$ cat src/rtl/pipe_stage_skid.sv
// pipe_stage_skid: NUM_CH x WIDTH pipeline register; all channels move together as one entry.
// Latency: an accepted entry shows on out_data after the accepting edge (one cycle later with the stage not blocked).
// Backpressure: PIPE_STAGE_SKID_BUF_EN defined -> 2 entries (main + skid), in_ready independent of out_ready;
//               undefined -> 1 entry, in_ready = (~out_valid | out_ready) & en & ~flush (combinational).
module pipe_stage_skid #(
  parameter int WIDTH  = 32,
  parameter int NUM_CH = 2   // legal range 1..8
) (
  input  logic                    clk,
  input  logic                    srst,
  input  logic                    en,
  input  logic                    flush,
  input  logic                    in_valid,
  output logic                    in_ready,
  input  logic [NUM_CH*WIDTH-1:0] in_data,
  output logic                    out_valid,
  input  logic                    out_ready,
  output logic [NUM_CH*WIDTH-1:0] out_data,
  output logic [1:0]              occupancy
);

  localparam int DW = NUM_CH * WIDTH;

  // Encoding equals the number of held entries, so occupancy is the state itself.
  typedef enum logic [1:0] {
    S_EMPTY = 2'd0,
    S_ONE   = 2'd1,
    S_TWO   = 2'd2
  } state_e;

  state_e        state_q, state_d;
  logic [DW-1:0] main_q, main_d;
  logic          in_fire;
  logic          out_fire;

  assign in_fire  = in_valid & in_ready & en;
  assign out_fire = out_valid & out_ready & en;
  assign out_data = main_q;

`ifdef PIPE_STAGE_SKID_BUF_EN

  logic [DW-1:0] skid_q, skid_d;

  // Outputs decoded from state only; in_ready never depends on out_ready here.
  always_comb begin
    out_valid = (state_q != S_EMPTY);
    occupancy = state_q;
    in_ready  = (state_q != S_TWO) & ~flush & ~srst;
  end

  // Next state and datapath: flush empties the stage, otherwise handshake-driven moves.
  always_comb begin
    state_d = state_q;
    main_d  = main_q;
    skid_d  = skid_q;
    if (flush) begin
      state_d = S_EMPTY;
      main_d  = '0;
      skid_d  = '0;
    end else begin
      case (state_q)
        S_EMPTY: begin
          if (in_fire) begin
            state_d = S_ONE;
            main_d  = in_data;
          end
        end
        S_ONE: begin
          if (in_fire && out_fire) begin
            main_d = in_data;
          end else if (in_fire) begin
            state_d = S_TWO;
            skid_d  = in_data;
          end else if (out_fire) begin
            state_d = S_EMPTY;
          end
        end
        S_TWO: begin
          // The skid entry is older than anything upstream, so it refills main first.
          if (out_fire) begin
            state_d = S_ONE;
            main_d  = skid_q;
          end
        end
        default: begin
          state_d = S_EMPTY;
        end
      endcase
    end
  end

  // Skid register; reset overrides everything else.
  always_ff @(posedge clk) begin
    if (srst) begin
      skid_q <= '0;
    end else begin
      skid_q <= skid_d;
    end
  end

`else

  // Outputs: single-entry stage can only accept when it is empty or draining this cycle.
  always_comb begin
    out_valid = (state_q != S_EMPTY);
    occupancy = state_q;
    in_ready  = ((state_q == S_EMPTY) | out_ready) & en & ~flush & ~srst;
  end

  // Next state and datapath: in ONE an accept always coincides with an emit.
  always_comb begin
    state_d = state_q;
    main_d  = main_q;
    if (flush) begin
      state_d = S_EMPTY;
      main_d  = '0;
    end else begin
      case (state_q)
        S_EMPTY: begin
          if (in_fire) begin
            state_d = S_ONE;
            main_d  = in_data;
          end
        end
        S_ONE: begin
          if (in_fire) begin
            main_d = in_data;
          end else if (out_fire) begin
            state_d = S_EMPTY;
          end
        end
        default: begin
          state_d = S_EMPTY;
        end
      endcase
    end
  end

`endif

  // State and main register; reset has priority over flush and handshakes.
  always_ff @(posedge clk) begin
    if (srst) begin
      state_q <= S_EMPTY;
      main_q  <= '0;
    end else begin
      state_q <= state_d;
      main_q  <= main_d;
    end
  end

endmodule

$ cat config.mk
export PLATFORM = sky130hd
export DESIGN_NAME = pipe_stage_skid
export DESIGN_NICKNAME = d
export VERILOG_FILES = /design/src/rtl/pipe_stage_skid.sv
export SDC_FILE = /design/constraint.sdc
export NUM_CORES = 1
export LEC_CHECK = 0
export BUFFER_PORTS_ARGS = -buffer_cell sky130_fd_sc_hd__buf_2
export CORE_MARGIN = 5
export CORE_UTILIZATION = 37
export DETAILED_ROUTE_END_ITERATION = 10
export PLACE_DENSITY = 0.82
export SYNTH_ARGS = -nofsm -noshare
export SYNTH_HDL_FRONTEND = slang
export SYNTH_SLANG_ARGS = --single-unit
$ cat constraint.sdc
create_clock -name clk -period 1.15 [get_ports clk]
set_input_delay 0.23 -clock clk [delete_from_list [all_inputs] [get_ports clk]]
set_output_delay 0.23 -clock clk [all_outputs]
set_load 0.05 [all_outputs]
==> impl_summary.md, run 1 <==
GRT
The via count of the first global-routing pass is ~1800. The maximum number of pins on one net before global-route repair is between 40 and 50. Summed over all layers, the global routing overflow is 0. In the global route stage, overall resource usage came out at 0.151. The first global-routing pass estimated ~8700 um of wire. The number of antenna violations at the first check in global routing is 0.

STA
For the finished layout, the period the worst path requires is about 1.3 ns. Setup repair after global routing could not meet its margin everywhere. The minimum setup slack in the final design is -0.142 ns. For this run, the top clock speed supported by timing is 774 MHz. In the finished design, the share of the clock period the worst path needs comes to 1.12. Setup violations remaining at the end of the flow were counted as 67. The max-slew violation count came to 0. The hold violation total from the final report was 0. The final hold slack is 0.111 ns. The final setup skew is 0.00614 ns.

Yosys
By area the synthesized netlist is led by dfxtp_1 (63%), a22o_1 (27%), buf_6 (3.3%), buf_2 (1.7%), a31oi_4 (1.0%). Yosys printed 0 warnings. Of the total synthesized cell area, the portion taken by AND, OR, NAND and NOR gates is 0.0237. After synthesis the netlist holds a flip-flop and latch count of 65.

For this run, the register share of the synthesized area comes to 0.631. The proportion of netlist area held by the largest area contributor is 0.631. A synthesized cell averages 13.4 um2. Synthesis handed over a netlist of 154 instances. Of all cell types, the one taking the most synthesized area is dfxtp_1. Of the total synthesized cell area, the portion taken by XOR and XNOR cells is 0.

Of the total synthesized cell area, the portion taken by full adders, half adders and majority gates is 0. The compound-gate portion of the synthesized area is 0.286. By area, the combinational part of the netlist is dominated by compound AO/OA/AOI/OAI gates. The mapped netlist covers 2060 um2. After synthesis, the share of cell area in mux cells is 0. The count of cell types in the netlist is 14. The net count of the mapped netlist is 224.

CTS
The clock insertion delay at the later pin of the skew report is 0.32 ns. The clock transition time at the flip-flop clock pins of the worst setup and hold paths is 0.07 ns. In this run the number of H-tree levels came out at 3. Counting every sink on the clock net gives 65. The post-cts hold buffer count is 0.

In this run the clock root is driven by a clkbuf_8. The maximum count of clock buffers along a single path is 2. TritonCTS built the clock tree. Buffers inserted during clock tree synthesis total 9.

Placed design
The port buffer count is 136. The number of placed instances, taps included, is 351. The placed wire-length estimate after detailed placement is approximately 3800 um. Routability-driven placement finished with a final weighted congestion of roughly 0.74.

Power and ir drop
The static leakage is 1.65 nW. The total power per unit cell area is 1460 nW/um2. Across the VDD grid, the largest voltage drop is 0.872 mV.

Min path
The min-delay analysis places its worst path in the category input pin to flop.

Die
The floorplan has 27 rows. From left edge to right edge, the die measures 84.6 um. After floorplanning, the core was sized to cover between 5000 and 6000 um2.

The die covers 7160 um2. For this configuration, the core starts out at a cell density of 0.377. Measured along the y axis, the die boundary spans 84.6 um. roughly 140 I/O pins were placed.

Final layout
The library cells used most frequently in the layout, excluding fill and tap cells, are buf_2 (69), a22o_1 (64), dfxtp_1 (63). Relative to the synthesized area, the layout overhead comes to 66.2%. The library cell used most frequently in the layout, excluding fill and tap cells, is buf_2. The repair_antennas step left the layout with diodes totalling 0. The final standard cell utilization of the core is 0.626.

The finished layout holds 378 standard cells, fillers aside. The fraction of final layout cells sized beyond drive strength 1 is 0.565. The net count of the finished layout is approximately 370.

Route
The routed length per placed instance is 16.5 um. After detailed routing, the number of remaining DRC violations is 0. Detailed routing inserted a total of 1814 vias. The detail route stage leaves a number of antenna-violating nets equal to 0. The number of violations reported at the end of detailed-routing iteration 0 is 66. Before antenna repair, the detailed router went through 4 iterations. In the routed layout, each cell is associated on average with a via count of 4.80. The total wire length is 6220 um.

Run status
The flow ran to the end, but the final reports show violations. The checks that failed: setup timing.

Critical path
The capturing element type of the critical path is an output pin. By startpoint and endpoint, the worst setup path is classified as flop to output pin. In this design, the stage delay of the slowest critical-path cell is between 0.3 and 0.4 ns.

Data on the critical path is required at its endpoint by 0.92 ns. The critical-path maximum fanout is 2. The signal on the critical path passes through nand2b_4 > and3_4 > buf_8. For the worst setup path, the data arrival time is 1.06 ns. The type of element launching the critical path is a flop. For this design, the slowest cell found on the critical path is dfxtp_4.

Run
The max-cap violation count is 0.
## state kept, by name, indices dropped and copies added, names as in the netlist
signal and count:
occupancy 1, out_data 64
## cell type report
cell class | instances | area, um2
Fill cell | 459 | 2050
Sequential cell | 65 | 1310
Timing Repair Buffer | 151 | 1170
Multi-Input combinational cell | 74 | 648
Clock buffer | 10 | 128
Tap cell | 72 | 90.1
Clock inverter | 6 | 81.3
## repair_timing
action                     4_1_cts  5_1_grt
gates resized for setup         72       21
setup endpoints to repair       67       77
setup buffers                    2        2
pin swaps                        0        9
cloned                           0        7
## final timing paths
kind / start / endpoint / slack [ns] / depth (start not counted)
hold reg to reg: out_data[34] / out_data[34] / 0.48 / 1
setup reg to reg: occupancy[0] / out_data[32] / -0.14 / 6
setup / recovery: occupancy[0] / in_ready / -0.14 / 3
hold / removal: in_data[44] / out_data[44] / 0.11 / 2
## per-stage QoR
step | setup WS, ns | TNS [ns] | area [um2] | power (W)
6_report | -0.142 | -6.50 | 3430 | 0.00500
3_5_place_dp | -0.144 | -8.07 | 2790 | 0.00289
4_1_cts | -0.158 | -5.15 | 3200 | 0.00496
2_1_floorplan | -0.0664 | -3.99 | 2110 | 0.00271
3_3_place_gp | -0.110 | -5.94 | 2790 | 0.00288
5_1_grt | -0.186 | -9.79 | 3430 | 0.00521
## power breakdown
group          internal, W  total [W]  switching [W]  leakage, nW
Combinational     0.000280   0.000639       0.000360         1.01
Clock              0.00121    0.00203       0.000819        0.110
Sequential         0.00230    0.00233      0.0000305        0.528
Total              0.00379    0.00500        0.00121         1.65
## cells in the mapped netlist
cell type	count
a31oi_4	1
a22oi_1	1
a22o_1	64
buf_2	7
nand2b_4	1
dfxtp_1	65
and4_1	1
or2_4	1
nor2_1	2
and3_1	1
conb_1	1
buf_6	6
nand2_1	1
buf_4	2
## worst max-delay path, delay by kind of cell (launching register included)
kind | cells | cell delay [ns]
flops | 1 | 0.35
simple gates | 2 | 0.25
buf+inv | 1 | 0.14
## cells by family (layout without fill, tap and decap cells)
group	Yosys count	in the layout
simple gates	7	7
compound gates	66	66
buf+inv	15	167
other cells	1	1
flops	65	65
## routing by layer
layer  global-route usage  wire (um)
met1                0.183       2550
met5                    0          0
met4               0.0518         61
met2                0.241       3030
met3               0.0648        577
(Power assumes the default switching activity.)
==> inputs of run 2 (changes only) <==
BUFFER_PORTS_ARGS = -buffer_cell sky130_fd_sc_hd__buf_4   (was -buffer_cell sky130_fd_sc_hd__buf_2)
CTS_CLUSTER_DIAMETER = 40   (was default)
==> run 2 against run 1 <==
The flow still finishes with violations (setup timing). Register-to-register slack improved by 0.04 ns. Hold slack improved by 0.0028 ns. Cell count fell by 2.1%. Non-clock buffer count fell by 8. Core utilization fell by 0.091 points. Maximum frequency rose by 1.0%. Combinational power fell by 3%. Final area fell by 0.15%. Clock power fell by 4%. Sequential share of layout area rose by 0.092 points. Clock skew fell by 0.0018 ns. Critical path depth did not move. Critical endpoint unchanged. Largest power group unchanged. Highest routed layer unchanged.
==> impl_summary.md, run 2 (same netlist as run 1, synthesis figures left out) <==
STA
The max-slew violation count is 0. After layout, the minimum clock period comes to 1.28 ns. Dividing the final minimum period by the clock period gives 1.11.

Across all setup checks in the final design, the least slack found is -0.129 ns. The hold violation total from the final report is 0. On the final layout, the worst clock skew is 0.00436 ns.

For this run, the top clock speed supported by timing is 782 MHz. The number of setup violations in the final report is 67. Setup repair after global routing could not meet its margin everywhere.

Route
The residual antenna-violating net count after detailed routing is 0. The total vias in the final route is 1793. Using the TritonRoute via totals, the vias-per-cell ratio works out to 4.85. The number of iterations in the first detailed-routing pass is 4. Dividing the detail-routed wire length by the instance count gives 15.7 um.

For this run, design rule violations remaining after detail routing come to 0. The number of violations reported at the end of detailed-routing iteration 0 is 73. The routed design has 5820 um of wire.

Final layout
The register with the most flip-flops in the layout has 64 of them. For this run, the share of the core covered by cells in the final layout is 0.625. The post-route standard cell area excluding fillers is 3420 um2.

The number of antenna diodes in the final layout is 0. For this run, the post-layout net count is 363. The library cell used most frequently in the layout, excluding fill and tap cells, is buf_4. Of the cells placed in the final design, the portion with a size suffix greater than 1 is 0.554. Fill cells in the final layout number approximately 460.

Relative to the synthesized area, the layout overhead comes to 66.0%. In the layout the commonest cells are buf_4 (127), a22o_1 (64), dfxtp_1 (62).

Critical path
The worst setup slack for register-to-register paths is -0.10 ns. The slowest stage of the critical path belongs to the cell dfxtp_4. In this run the critical register-to-register path is captured at out_data[28].

The critical-path maximum fanout is 2. The peak per-stage delay on the critical path is 0.35 ns. The arrival time of the worst setup path is 1.05 ns.

The critical path goes through nand2b_4 > and3_4 > buf_8. The kind of cell with the highest combined delay along the critical path is flip-flops. Together, buffers and inverters on the worst path number 1. The setup path with the least slack is of type flop to output pin. The number of cells on the worst reg-to-reg path is 5. For the worst setup path, the data required time is between 0.9 and 1 ns. The type of element launching the critical path is a flop. The capturing element type of the critical path is an output pin.

The startpoint identified for the worst register-to-register timing path is occupancy[0].

CTS
The cell sitting at the root of the clock tree is a clkbuf_8. The clock tree synthesis step divided the H-tree into 3 levels. The clock insertion delay at the later pin of the skew report is roughly 0.32 ns.

The sink count of the clock tree is 65. The clock buffer count from CTS is 9. Clock-pin slew was measured on the worst setup and hold paths at 0.07 ns.

The maximum count of clock buffers along a single path is 2. TritonCTS built the clock tree.

GRT
Entering global routing, the biggest net connects 46 pins. The via count of the first global-routing pass is 1809. The wire length of the first global-routing pass is around 9000 um. The number of antenna violations at the first check in global routing came to 0.

For this run, the total global-route usage over all layers was measured as 0.156. The total grt overflow is 0.

Run status
The flow ran to the end, but the final reports show violations. The checks that failed: setup timing.

Placed design
After legalization and detailed placement, the total HPWL measured 4160 um. The placed instance area is 3140 um2. The port buffer count is 136. Prior to clock tree synthesis, the placed netlist has a worst setup slack of -0.159 ns. At the end of routability-driven placement, the weighted congestion stood at 0.717.

Die
From left edge to right edge, the die measures between 80 and 90 um. The floorplan step defined a die boundary enclosing 7160 um2. The vertical die dimension is 84.6 um.

The initial core utilization is 0.377. The placement row count is 27. After floorplanning, the core was sized to cover 5470 um2. The I/O pin total is 138.

Power and ir drop
The peak supply drop is 0.981 mV. In this run the power density over the cells is 1430 nW/um2. The design draws around 0.0049 W. For this design the static power due to leakage is 1.63 nW.

Min path
In this run the worst hold path is classified as input pin to flop. The worst hold path begins at in_data[26]. The worst hold path passes through 2 cells. The capture endpoint of the worst hold path is out_data[26].

Run
The max-cap violation count is 0.
run 2: repair_timing:
action / 4_1_cts / 5_1_grt
hold buffers: 0 / 0
pin swaps: 1 / 0
gates resized for setup: 5 / 13
buffers inserted: 2 / 0
setup endpoints to repair: 11 / 77
hold endpoints to repair: 0 / 0
run 2: worst max path at each step:
stage          cells past startpoint           end  slack [ns]          from
3_5_place_dp                       5   out_data[2]       -0.16         flush
6_report                           3      in_ready       -0.13  occupancy[0]
5_1_grt                            3      in_ready       -0.18  occupancy[0]
2_1_floorplan                      5   out_data[0]       -0.07  occupancy[0]
4_1_cts                            3      in_ready       -0.14  occupancy[0]
3_3_place_gp                       5  out_data[12]       -0.11         flush
run 2: layout make-up:
| cell class | instances | area [um2] | area share |
|---|---|---|---|
| multi-input cells | 74 | 648 | 0.189 |
| repair buffers | 143 | 1170 | 0.341 |
| flip-flops and latches | 65 | 1310 | 0.382 |
| clock buffers | 14 | 173 | 0.0505 |
| well taps | 72 | 90.1 | 0.0263 |
| clock inverters | 2 | 35.0 | 0.0102 |
run 2: power by group:
group / switching, W / internal, W / leakage [nW]
registers: 0.0000300 / 0.00230 / 0.528
clock network: 0.000766 / 0.00118 / 0.107
logic: 0.000336 / 0.000287 / 0.993
run 2: per-stage QoR:
| stage | hold slack (ns) | setup TNS (ns) | cells |
|---|---|---|---|
| global route | 0.0852 | -8.99 | 370 |
| detailed placement | 0.442 | -8.45 | 352 |
| finish | 0.113 | -5.62 | 370 |
| CTS | 0.0925 | -5.67 | 370 |
| global placement | 0.440 | -6.39 | 352 |
| floorplan | 0.355 | -3.99 | 154 |
run 2: metal layers:
metal  track usage  up-vias  part of all wire
li1              -      865                 -
met1         0.192      830              0.43
met2         0.242       91              0.48
met3        0.0638        7             0.088
met4        0.0647        0            0.0098
met5             0        -                 0
==> inputs of run 3 (changes only) <==
CORE_UTILIZATION = 38   (was 37)
CTS_BUF_LIST = sky130_fd_sc_hd__clkbuf_8   (was default)
PLACE_DENSITY = 0.84   (was 0.82)
==> run 3 against run 2 <==
The flow still finishes with violations (setup timing). Final area shrank 1.6%. Power shrank 7.6%. Die area shrank 2.3%. Maximum frequency grew 0.60%. Register-to-register slack is essentially flat. Hold slack gained 0.0028 ns. Sequential power is essentially flat. Non-clock buffer count shrank 1. Global-route usage grew 0.22 points. Highest routed layer unchanged.
==> impl_summary.md, run 3 (same netlist as run 1, synthesis figures left out) <==
Die
The placement row count is 26. The I/O pin total is 138. The initial core utilization is 0.398. The core region is 5170 um2. The die is 83.6 um tall. The die covers 7000 um2. The overall die width is around 84 um.

Placed design
The post-place setup slack is -0.138 ns. The placed instance area is 3140 um2. During placement, the flow inserted port buffers numbering 136. The placed instance count is between 300 and 400.

The placed wire-length estimate after detailed placement is 4210 um. At the end of routability-driven placement, the weighted congestion stood at between 0.7 and 0.8.

Run
The tool flagged a number of max-cap violations equal to 0.

Final layout
The register with the most flip-flops in the layout has 64 of them. The post-route standard cell area excluding fillers is 3370 um2. Relative to the synthesized area, the layout overhead comes to 63.4%.

The library cell used most frequently in the layout, excluding fill and tap cells, is buf_4. The net count of the finished layout is 362. The top cell types in the final layout, fill and taps aside, are buf_4 (128), a22o_1 (64), dfxtp_1 (64). After the flow finishes, the layout carries non-filler instances totaling 366.

In the final layout, the share of cells above drive strength 1 is 0.547. The multi-input combinational cells in the finished layout cover a total of 648 um2. The count of inserted antenna diode cells is 0. The filler cells instantiated in the layout total 425. The sequential cells in the finished layout cover a total of 1310 um2.

STA
Setup violations remaining at the end of the flow were counted as 67. The final period utilization is 1.11. The fmax is 787 MHz. The max-slew violation count is 0. The minimum setup slack in the final design is -0.121 ns.

The hold violation total from the final report is 0. The minimum clock period is 1.27 ns. Setup repair after global routing could not meet its margin everywhere. On the final layout, the worst clock skew is 0.00491 ns. The summed negative setup slack over all endpoints is -5.11 ns.

Critical path
Among cell families on the critical path, the largest total delay comes from flip-flops. The count of buffer and inverter cells on the critical path is 1. STA puts the critical path data required time at 0.92 ns. The critical path goes through nand2b_4 > and3_4 > buf_8. On the critical path, the stage with the largest delay is an instance of dfxtp_4.

STA classifies the critical path startpoint as a flop. Data on the critical path arrives at its endpoint at 1.04 ns. The capturing element type of the critical path is an output pin. The peak per-stage delay on the critical path is 0.35 ns.

The critical path is of the flop to output pin type. The critical path starts at occupancy[0]. Along the worst path, the maximum fanout reaches 2. The startpoint of the lowest-slack register-to-register path is occupancy[0].

GRT
The wire length of the first global-routing pass is around 9000 um. The via count of the first global-routing pass is roughly 1900. The maximum number of pins on one net before global-route repair is 36. The total overflow left after global routing is 0. Across every metal layer, demand over resource in global routing totals 0.158.

The number of antenna violations at the first check in global routing is 0.

Power and ir drop
The static leakage is 1.61 nW. The peak supply drop is roughly 0.87 mV. Power comes to 0.00453 W. The internal power of the cells totals 0.00340 W. The switching power total is 0.00113 W. Of the total power, the share spent switching nets is 0.250. The total power per unit cell area is 1340 nW/um2.

Of the total power, the clock network draws 0.347. The sequential share of power is 0.515. Of the total power, combinational logic draws 0.138.

CTS
The clock buffer count from CTS is 9. The clock root buffer is clkbuf_8. The clock passes through at most 2 buffers. At the later pin of the worst-skew pair, clock insertion delay measures approximately 0.31 ns. TritonCTS built the clock tree. The sink count of the clock tree is 65. The count of H-tree levels built during CTS is 3. After clock tree synthesis, the clock-pin slew on the worst setup and hold paths is 0.07 ns.

Route
The number of iterations in the first detailed-routing pass is 4. After the first detailed-routing iteration, the DRC count stood at 66. The number of remaining DRC errors is 0.

The total wire length is roughly 5600 um. The total vias in the final route is between 1500 and 2000. Once detail routing completed, the nets flagged for antenna violations numbered 0. The routed length per placed instance is 15.4 um. The via density per instance is 4.93.

Min path
The source of the worst hold timing path is in_data[21]. The path class of the tightest hold or removal check is input pin to flop.

Run status
The run finished, with violations left. The final reports fail on setup timing.
[run 3: cell count changes in the layout (fill, tap and decap cells not counted), sizes merged]
| cell | change |
|---|---|
| bufinv | -1 |
| inv | +1 |
| clkinv | +3 |
| clkbuf | -4 |
| buf | -1 |
[run 3: timing repair]
action                                  4_1_cts  5_1_grt
hold buffers                                  0        0
pin swaps                                     1        0
setup buffers                                 2        0
hold endpoints to repair                      0        0
endpoints found under the setup margin        9       74
gates resized for setup                       5        9
[run 3: area by class of cell]
class | instances | area share
multi-input combinational | 74 | 0.192
clock buffer | 10 | 0.0409
timing repair buffer | 142 | 0.346
sequential | 65 | 0.388
tap | 70 | 0.0260
clock inverter | 5 | 0.00706
[run 3: per-layer routing]
layer / up-vias / routed length (um) / GRT usage
met1: 856 / 2230 / 0.181
li1: 861 / - / -
met4: 0 / 59 / 0.0760
met3: 6 / 432 / 0.0503
met2: 83 / 2910 / 0.267
met5: - / 0 / 0
[run 3: path summary, 6_finish.rpt]
kind                       end  slack [ns]  cells after the start
setup / recovery      in_ready       -0.12                      3
hold / removal    out_data[21]        0.12                      2
setup reg to reg  out_data[16]       -0.11                      5
hold reg to reg    out_data[4]        0.48                      1
[run 3: per-stage QoR]
step	hold slack, ns	utilization
after floorplan	0.355	-
after global placement	0.439	0.607
after detailed placement	0.442	0.607
after CTS	0.102	0.644
after global routing	0.0909	0.651
final	0.116	0.651
[run 3: power groups by stage]
stage          Combinational [W]  Clock, W  Sequential [W]
2_1_floorplan           0.000149         0         0.00256
3_3_place_gp            0.000603         0         0.00238
3_5_place_dp            0.000612         0         0.00238
4_1_cts                 0.000622   0.00162         0.00233
5_1_grt                 0.000657   0.00173         0.00234
6_report                0.000626   0.00157         0.00233
